==> config.mk <==
export PLATFORM = sky130hd
export DESIGN_NAME = multicycle_controller
export DESIGN_NICKNAME = d
export VERILOG_FILES = /design/src/rtl/multicycle_controller_pkg.sv /design/src/rtl/multicycle_controller_alu_dec.sv /design/src/rtl/multicycle_controller.sv
export SDC_FILE = /design/constraint.sdc
export NUM_CORES = 1
export LEC_CHECK = 0
export BUFFER_PORTS_ARGS = -buffer_cell sky130_fd_sc_hd__buf_4
export CELL_PAD_IN_SITES_DETAIL_PLACEMENT = 2
export CELL_PAD_IN_SITES_GLOBAL_PLACEMENT = 2
export CORE_ASPECT_RATIO = 0.75
export CORE_UTILIZATION = 25
export CTS_BUF_LIST = sky130_fd_sc_hd__clkbuf_4 sky130_fd_sc_hd__clkbuf_8 sky130_fd_sc_hd__clkbuf_16
export CTS_CLUSTER_SIZE = 12
export DETAILED_ROUTE_END_ITERATION = 10
export GPL_TIMING_DRIVEN = 0
export HOLD_SLACK_MARGIN = 0.02
export PLACE_DENSITY = 0.9
export SYNTH_ARGS = -nofsm -noshare
export SYNTH_HDL_FRONTEND = slang
export SYNTH_HIERARCHICAL = 1
export SYNTH_SLANG_ARGS = --single-unit
==> constraint.sdc <==
create_clock -name CLK -period 4.4 [get_ports CLK]
set_input_delay 0.44 -clock CLK [delete_from_list [all_inputs] [get_ports CLK]]
set_output_delay 0.44 -clock CLK [all_outputs]
set_load 0.02 [all_outputs]
==> src/rtl/multicycle_controller_pkg.sv <==
// Shared encodings for the multicycle controller: FSM state codes, ALU
// control codes, ALU decoder operation classes, datapath mux selects and
// the opcodes the controller recognises.
package multicycle_controller_pkg;

  // FSM state codes
  localparam logic [3:0] S_FETCH    = 4'd0;
  localparam logic [3:0] S_DECODE   = 4'd1;
  localparam logic [3:0] S_MEMADR   = 4'd2;
  localparam logic [3:0] S_MEMREAD  = 4'd3;
  localparam logic [3:0] S_MEMWB    = 4'd4;
  localparam logic [3:0] S_MEMWRITE = 4'd5;
  localparam logic [3:0] S_EXECUTER = 4'd6;
  localparam logic [3:0] S_EXECUTEI = 4'd7;
  localparam logic [3:0] S_ALUWB    = 4'd8;
  localparam logic [3:0] S_BRANCH   = 4'd9;
  localparam logic [3:0] S_JAL      = 4'd10;
  localparam logic [3:0] S_HALT     = 4'd11;

  // ALU_CONTROL codes (zero-extended to the top-level width)
  localparam logic [2:0] ALU_ADD = 3'b000;
  localparam logic [2:0] ALU_SUB = 3'b001;
  localparam logic [2:0] ALU_AND = 3'b010;
  localparam logic [2:0] ALU_OR  = 3'b011;
  localparam logic [2:0] ALU_SLT = 3'b101;

  // Operation class handed from the FSM to the ALU decoder
  localparam logic [1:0] ALUOP_ADD   = 2'b00;
  localparam logic [1:0] ALUOP_SUB   = 2'b01;
  localparam logic [1:0] ALUOP_FUNCT = 2'b10;

  // ALU_SRC_A selects
  localparam logic [1:0] SRCA_PC     = 2'b00;
  localparam logic [1:0] SRCA_OLDPC  = 2'b01;
  localparam logic [1:0] SRCA_RD1    = 2'b10;

  // ALU_SRC_B selects
  localparam logic [1:0] SRCB_RD2    = 2'b00;
  localparam logic [1:0] SRCB_IMM    = 2'b01;
  localparam logic [1:0] SRCB_FOUR   = 2'b10;

  // RESULT_SRC selects
  localparam logic [1:0] RES_ALUOUT  = 2'b00;
  localparam logic [1:0] RES_DATA    = 2'b01;
  localparam logic [1:0] RES_ALURES  = 2'b10;

  // IMM_SRC selects
  localparam logic [1:0] IMM_I       = 2'b00;
  localparam logic [1:0] IMM_S       = 2'b01;
  localparam logic [1:0] IMM_B       = 2'b10;

  // Recognised opcodes
  localparam logic [6:0] OP_LOAD   = 7'b0000011;
  localparam logic [6:0] OP_STORE  = 7'b0100011;
  localparam logic [6:0] OP_RTYPE  = 7'b0110011;
  localparam logic [6:0] OP_ITYPE  = 7'b0010011;
  localparam logic [6:0] OP_BRANCH = 7'b1100011;
  localparam logic [6:0] OP_JAL    = 7'b1101111;

endpackage

==> src/rtl/multicycle_controller_alu_dec.sv <==
// ALU decoder (module alu_decoder_v2): maps the FSM's operation class and
// the instruction function fields onto an ALU_CONTROL code. ALU_CTRL_W must
// be at least 3; the 3-bit code is zero-extended to that width.
module alu_decoder_v2
  import multicycle_controller_pkg::*;
#(
  parameter int ALU_CTRL_W = 3
) (
  input  logic [1:0]            alu_op_i,
  input  logic [2:0]            funct_3_i,
  input  logic                  funct_7_5_i,
  input  logic                  op_5_i,
  output logic [ALU_CTRL_W-1:0] alu_control_o
);

  logic [2:0] ctrl;

  // Pick the ALU operation; only register-register ops can request sub via funct7
  always_comb begin
    ctrl = ALU_ADD;
    case (alu_op_i)
      ALUOP_SUB:   ctrl = ALU_SUB;
      ALUOP_FUNCT: begin
        case (funct_3_i)
          3'b000:  ctrl = (op_5_i & funct_7_5_i) ? ALU_SUB : ALU_ADD;
          3'b010:  ctrl = ALU_SLT;
          3'b110:  ctrl = ALU_OR;
          3'b111:  ctrl = ALU_AND;
          default: ctrl = ALU_ADD;
        endcase
      end
      default:     ctrl = ALU_ADD;
    endcase
  end

  assign alu_control_o = ALU_CTRL_W'(ctrl);

endmodule

==> src/rtl/multicycle_controller.sv <==
// Multicycle RISC-V style controller: sequencing FSM, branch condition and
// datapath control outputs. Outputs are combinational in state and inputs.
// Optional macro BRANCH_EXT_EN adds bne/blt/bge/bltu/bgeu; without it every
// branch is evaluated as beq.
//
// state      | meaning
// FETCH      | read instruction, PC+4; IR/PC written when memory is ready
// DECODE     | register read, branch target PC+imm computed
// MEMADR     | load/store address = rs1 + imm
// MEMREAD    | load data access, waits for memory
// MEMWB      | write loaded data to register file
// MEMWRITE   | store data access, waits for memory
// EXECUTER   | register-register ALU op
// EXECUTEI   | register-immediate ALU op
// ALUWB      | write ALU result to register file
// BRANCH     | compare rs1/rs2, load target into PC if taken
// JAL        | PC <= target, link value PC+4 computed
// HALT       | undecodable opcode, parked until reset
module multicycle_controller
  import multicycle_controller_pkg::*;
#(
  parameter int ALU_CTRL_W = 3,
  parameter int WAIT_MEM   = 1
) (
  input  logic                  CLK,
  input  logic                  RST_N,
  input  logic [6:0]            OP,
  input  logic [2:0]            FUNCT_3,
  input  logic                  FUNCT_7_5,
  input  logic                  ZERO,
  input  logic                  LT,
  input  logic                  LTU,
  input  logic                  MEM_READY,
  output logic                  PC_WRITE,
  output logic                  ADR_SRC,
  output logic                  MEM_WRITE,
  output logic                  IR_WRITE,
  output logic                  REG_WRITE,
  output logic [1:0]            RESULT_SRC,
  output logic [1:0]            ALU_SRC_A,
  output logic [1:0]            ALU_SRC_B,
  output logic [1:0]            IMM_SRC,
  output logic [ALU_CTRL_W-1:0] ALU_CONTROL,
  output logic                  ILLEGAL,
  output logic                  RETIRE
);

  logic [3:0] state_q, state_d;
  logic       mem_rdy;
  logic       take;
  logic       pc_write, mem_write, ir_write, reg_write, retire;
  logic [1:0] alu_op;

  assign mem_rdy = (WAIT_MEM != 0) ? MEM_READY : 1'b1;

  // State register with synchronous active-low reset
  always_ff @(posedge CLK) begin
    if (!RST_N) state_q <= S_FETCH;
    else        state_q <= state_d;
  end

`ifdef BRANCH_EXT_EN
  // Branch condition from funct3; 010/011 never reach BRANCH (decoded to HALT)
  always_comb begin
    case (FUNCT_3)
      3'b000:  take = ZERO;
      3'b001:  take = ~ZERO;
      3'b100:  take = LT;
      3'b101:  take = ~LT;
      3'b110:  take = LTU;
      3'b111:  take = ~LTU;
      default: take = 1'b0;
    endcase
  end
`else
  // Only beq is supported; any branch funct3 compares for equality
  always_comb begin
    take = ZERO;
  end

  logic lt_flags_unused;
  assign lt_flags_unused = LT ^ LTU;
`endif

  // Next-state and per-state datapath controls
  always_comb begin
    state_d    = state_q;
    pc_write   = 1'b0;
    mem_write  = 1'b0;
    ir_write   = 1'b0;
    reg_write  = 1'b0;
    retire     = 1'b0;
    ADR_SRC    = 1'b0;
    RESULT_SRC = RES_ALUOUT;
    ALU_SRC_A  = SRCA_PC;
    ALU_SRC_B  = SRCB_RD2;
    IMM_SRC    = IMM_I;
    alu_op     = ALUOP_ADD;
    case (state_q)
      S_FETCH: begin
        ALU_SRC_B  = SRCB_FOUR;
        RESULT_SRC = RES_ALURES;
        if (mem_rdy) begin
          ir_write = 1'b1;
          pc_write = 1'b1;
          state_d  = S_DECODE;
        end
      end
      S_DECODE: begin
        ALU_SRC_A = SRCA_OLDPC;
        ALU_SRC_B = SRCB_IMM;
        IMM_SRC   = IMM_B;
        case (OP)
          OP_LOAD, OP_STORE: state_d = S_MEMADR;
          OP_RTYPE:          state_d = S_EXECUTER;
          OP_ITYPE:          state_d = S_EXECUTEI;
          OP_BRANCH: begin
`ifdef BRANCH_EXT_EN
            if (FUNCT_3 == 3'b010 || FUNCT_3 == 3'b011) state_d = S_HALT;
            else                                          state_d = S_BRANCH;
`else
            state_d = S_BRANCH;
`endif
          end
          OP_JAL:            state_d = S_JAL;
          default:           state_d = S_HALT;
        endcase
      end
      S_MEMADR: begin
        ALU_SRC_A = SRCA_RD1;
        ALU_SRC_B = SRCB_IMM;
        IMM_SRC   = OP[5] ? IMM_S : IMM_I;
        state_d   = OP[5] ? S_MEMWRITE : S_MEMREAD;
      end
      S_MEMREAD: begin
        ADR_SRC = 1'b1;
        if (mem_rdy) state_d = S_MEMWB;
      end
      S_MEMWB: begin
        RESULT_SRC = RES_DATA;
        reg_write  = 1'b1;
        retire     = 1'b1;
        state_d    = S_FETCH;
      end
      S_MEMWRITE: begin
        ADR_SRC   = 1'b1;
        mem_write = 1'b1;
        if (mem_rdy) begin
          retire  = 1'b1;
          state_d = S_FETCH;
        end
      end
      S_EXECUTER: begin
        ALU_SRC_A = SRCA_RD1;
        ALU_SRC_B = SRCB_RD2;
        alu_op    = ALUOP_FUNCT;
        state_d   = S_ALUWB;
      end
      S_EXECUTEI: begin
        ALU_SRC_A = SRCA_RD1;
        ALU_SRC_B = SRCB_IMM;
        IMM_SRC   = IMM_I;
        alu_op    = ALUOP_FUNCT;
        state_d   = S_ALUWB;
      end
      S_ALUWB: begin
        reg_write = 1'b1;
        retire    = 1'b1;
        state_d   = S_FETCH;
      end
      S_BRANCH: begin
        ALU_SRC_A = SRCA_RD1;
        ALU_SRC_B = SRCB_RD2;
        alu_op    = ALUOP_SUB;
        pc_write  = take;
        retire    = 1'b1;
        state_d   = S_FETCH;
      end
      S_JAL: begin
        ALU_SRC_A = SRCA_OLDPC;
        ALU_SRC_B = SRCB_FOUR;
        pc_write  = 1'b1;
        state_d   = S_ALUWB;
      end
      S_HALT:  state_d = S_HALT;
      default: state_d = S_HALT;
    endcase
  end

  // Enables are forced low while reset is held so nothing commits mid-reset
  assign PC_WRITE  = RST_N & pc_write;
  assign MEM_WRITE = RST_N & mem_write;
  assign IR_WRITE  = RST_N & ir_write;
  assign REG_WRITE = RST_N & reg_write;
  assign RETIRE    = RST_N & retire;

  // HALT is only left through reset, so decoding the state makes the flag sticky
  assign ILLEGAL = (state_q == S_HALT);

  alu_decoder_v2 #(
    .ALU_CTRL_W (ALU_CTRL_W)
  ) u_alu_dec (
    .alu_op_i      (alu_op),
    .funct_3_i     (FUNCT_3),
    .funct_7_5_i   (FUNCT_7_5),
    .op_5_i        (OP[5]),
    .alu_control_o (ALU_CONTROL)
  );

endmodule
==> impl_metrics.toml <==
[worst_setup_path]
worstSetupPathType = "reg -> out"
crit_fanout = 9
worstPathArrival_ps = 2100
crit_path_start_kind = "flop"
worstPathRequired_ps = 3960
critPathCaptureType = "primary output"

[floorplan]
fp.dieH_um = 49.70
rows = 16
die_w_um = 65.59
io-pin-count = 35
coreArea_sq_um = 2743
start_util = 0.2765
dieArea_sq_um = 3260

[synth]
async_flop_share = 0
synth_top_area_cell = "dfxtp_1"
syn_inst = 106
synthMuxAreaShare = 0.04125
synth-simple-area-share = 0.4455
avgSynthCellArea_sq_um = 7.153
syn-num-nets = 125
synth-edff-count = 0
synth_compound_area_frac = 0.1931
synthFlopType = "dfxtp_1"
yosysWarnings = 6
synth_top_cell_area_share = 0.1056
ys_seq_elements = 4
synthAdderAreaFrac = 0.03300
ys_seq_area_frac = 0.1056
syn_area_sq_um = 758.2
ys_types = 42
synthXorXnorAreaFrac = 0.05611
synth_top_family_by_area = "simple AND/OR/NAND/NOR gates"
yosys-top-cells-area = "dfxtp_1, nor2_1, nand2_1"

[global_routing]
antenna_found_initial = 0
grt_pass1_vias = 921
grt_max_degree = 11
grt_pass1_wl_um = 4312
grt.total_usage = 0.1721
grt-ovfl-total = 0

[final_layout]
layout_commonest_cell = "buf_4"
reg.largest.list = "state_q: 4 flops"
final_cell_mix = "buf_4, nor2_1, nand2_1"
layout.nets = 161
regMostFlops = "state_q"
largest_reg_flops = 4
fillCellCount = 333
drive_gt1_frac = 0.4000
regArea_sq_um = 80.08
area_growth_pct = 42.08
antenna_cells = 0
fin_util = 0.3928
multi_input_area_sq_um = 583.1

[sta]
period_needed_ps = 2538
fin_crit_sh = 0.5768
worstMarginPinSlew_ps = 412.0
slew_headroom = 0.7230
setup_viol = 0
rsz0062_at_grt = "no"
timing.fmax_mhz = 394.0
finalHoldViolCount = 0
finalSetupTns_ps = 0
maxSlewViolCount = 0
setup_ws_ps = 1862
fin_skew_ps = 5.396

[power]
leakage_nw = 0.4865
vdd_drop_max_v = 0.0001594
p_per_area_nw_per_um2 = 657.6

[clock_tree]
ctsHoldBuffers = 0
post_cts_buffers = 0
clock_latency_ps = 220
cts_tree = "built"
max-clock-path-buffers = 2
cts_sinks = 4
cts_resized = 0
cts_root_buf = "clkbuf_8"
numCtsBuffers = 3
clkSlewWorstSetupHoldPaths_ps = 30
htree_levels = 1

[placed_design]
portBuffers = 31
gp_congestion = 0.8503
hpwl_um = 2124
pre_cts_slack_ps = 2067

[job]
cap_violations = 0

[detailed_routing]
drc = 0
drtIter0Drc = 23
ant_nets = 0
vias = 897
dr.pass1.iters = 3
vias_per_cell = 5.097
routed_wl_um = 2649
wire_per_inst_um = 15.05

[min_path]
hold_class = "in -> reg"

[outcome]
outcome = "finished, final reports clean"
worst max-delay path, cell delays in order (launching register included):
cell	delay [ps]
dfxtp_1	280
buf_2	190
nand2b_1	260
nor2_1	190
inv_1	70
ha_1	330
nor4b_1	350
buf_4	210
final timing paths:
| kind | slack, ps | cells past startpoint | start | end |
|---|---|---|---|---|
| worst max register to register | 3010 | 5 | state_q[1]$_SDFFE_PN0P_ | state_q[1]$_SDFFE_PN0P_ |
| worst min register to register | 780 | 3 | state_q[3]$_SDFFE_PN0P_ | state_q[1]$_SDFFE_PN0P_ |
| worst min-delay path | 490 | 3 | RST_N | state_q[0]$_SDFFE_PN0P_ |
| worst max-delay path | 1860 | 7 | state_q[2]$_SDFFE_PN0P_ | ALU_CONTROL[2] |
cells in the mapped netlist, types with 3 or more instances:
master	n
nor2_1	15
nand2_1	10
a21oi_1	7
inv_1	6
nor3_1	6
buf_2	4
dfxtp_1	4
a211oi_1	3
buf_6	3
nand2b_1	3
o21ai_0	3
or3_1	3
cells by family after synthesis:
group,count (synthesis)
and+or+nand+nor,55
AOI/OAI and AO/OA,22
buffers and inverters,16
xor gates and xnor gates,4
DFF,4
muxes,3
adders and majority gates,2
where the power goes:
group / switching (mW) / total [mW] / internal, mW
Sequential: 0.00985 / 0.0612 / 0.0514
Combinational: 0.334 / 0.570 / 0.236
Clock: 0.0192 / 0.0776 / 0.0583
routing by layer:
layer / vias up / track usage / routed length [um]
met2: 26 / 0.3024 / 1240
li1: 438 / - / -
met5: - / 0 / 0
met3: 0 / 0.02546 / 120
met4: 0 / 0.02174 / 0
met1: 433 / 0.2258 / 1288
layout make-up:
class,count,share of cell area
Buffer,9,0.06388
Timing Repair Buffer,31,0.2160
Inverter,7,0.02439
Multi-Input combinational cell,86,0.5412
Sequential cell,4,0.07433
Clock buffer,3,0.03833
Tap cell,36,0.04181
stage by stage:
stage	total power [mW]	area, sq um	instances	hold WS [ps]
2_1_floorplan	0.4478	758.2	106	556.2
3_3_place_gp	0.6134	1036	173	725.2
3_5_place_dp	0.6347	1036	173	719.6
4_1_cts	0.7148	1077	176	489.2
5_1_grt	0.7569	1077	176	499.5
6_report	0.7084	1077	176	492.3
Note: power is estimated with default switching activity, not from simulation.
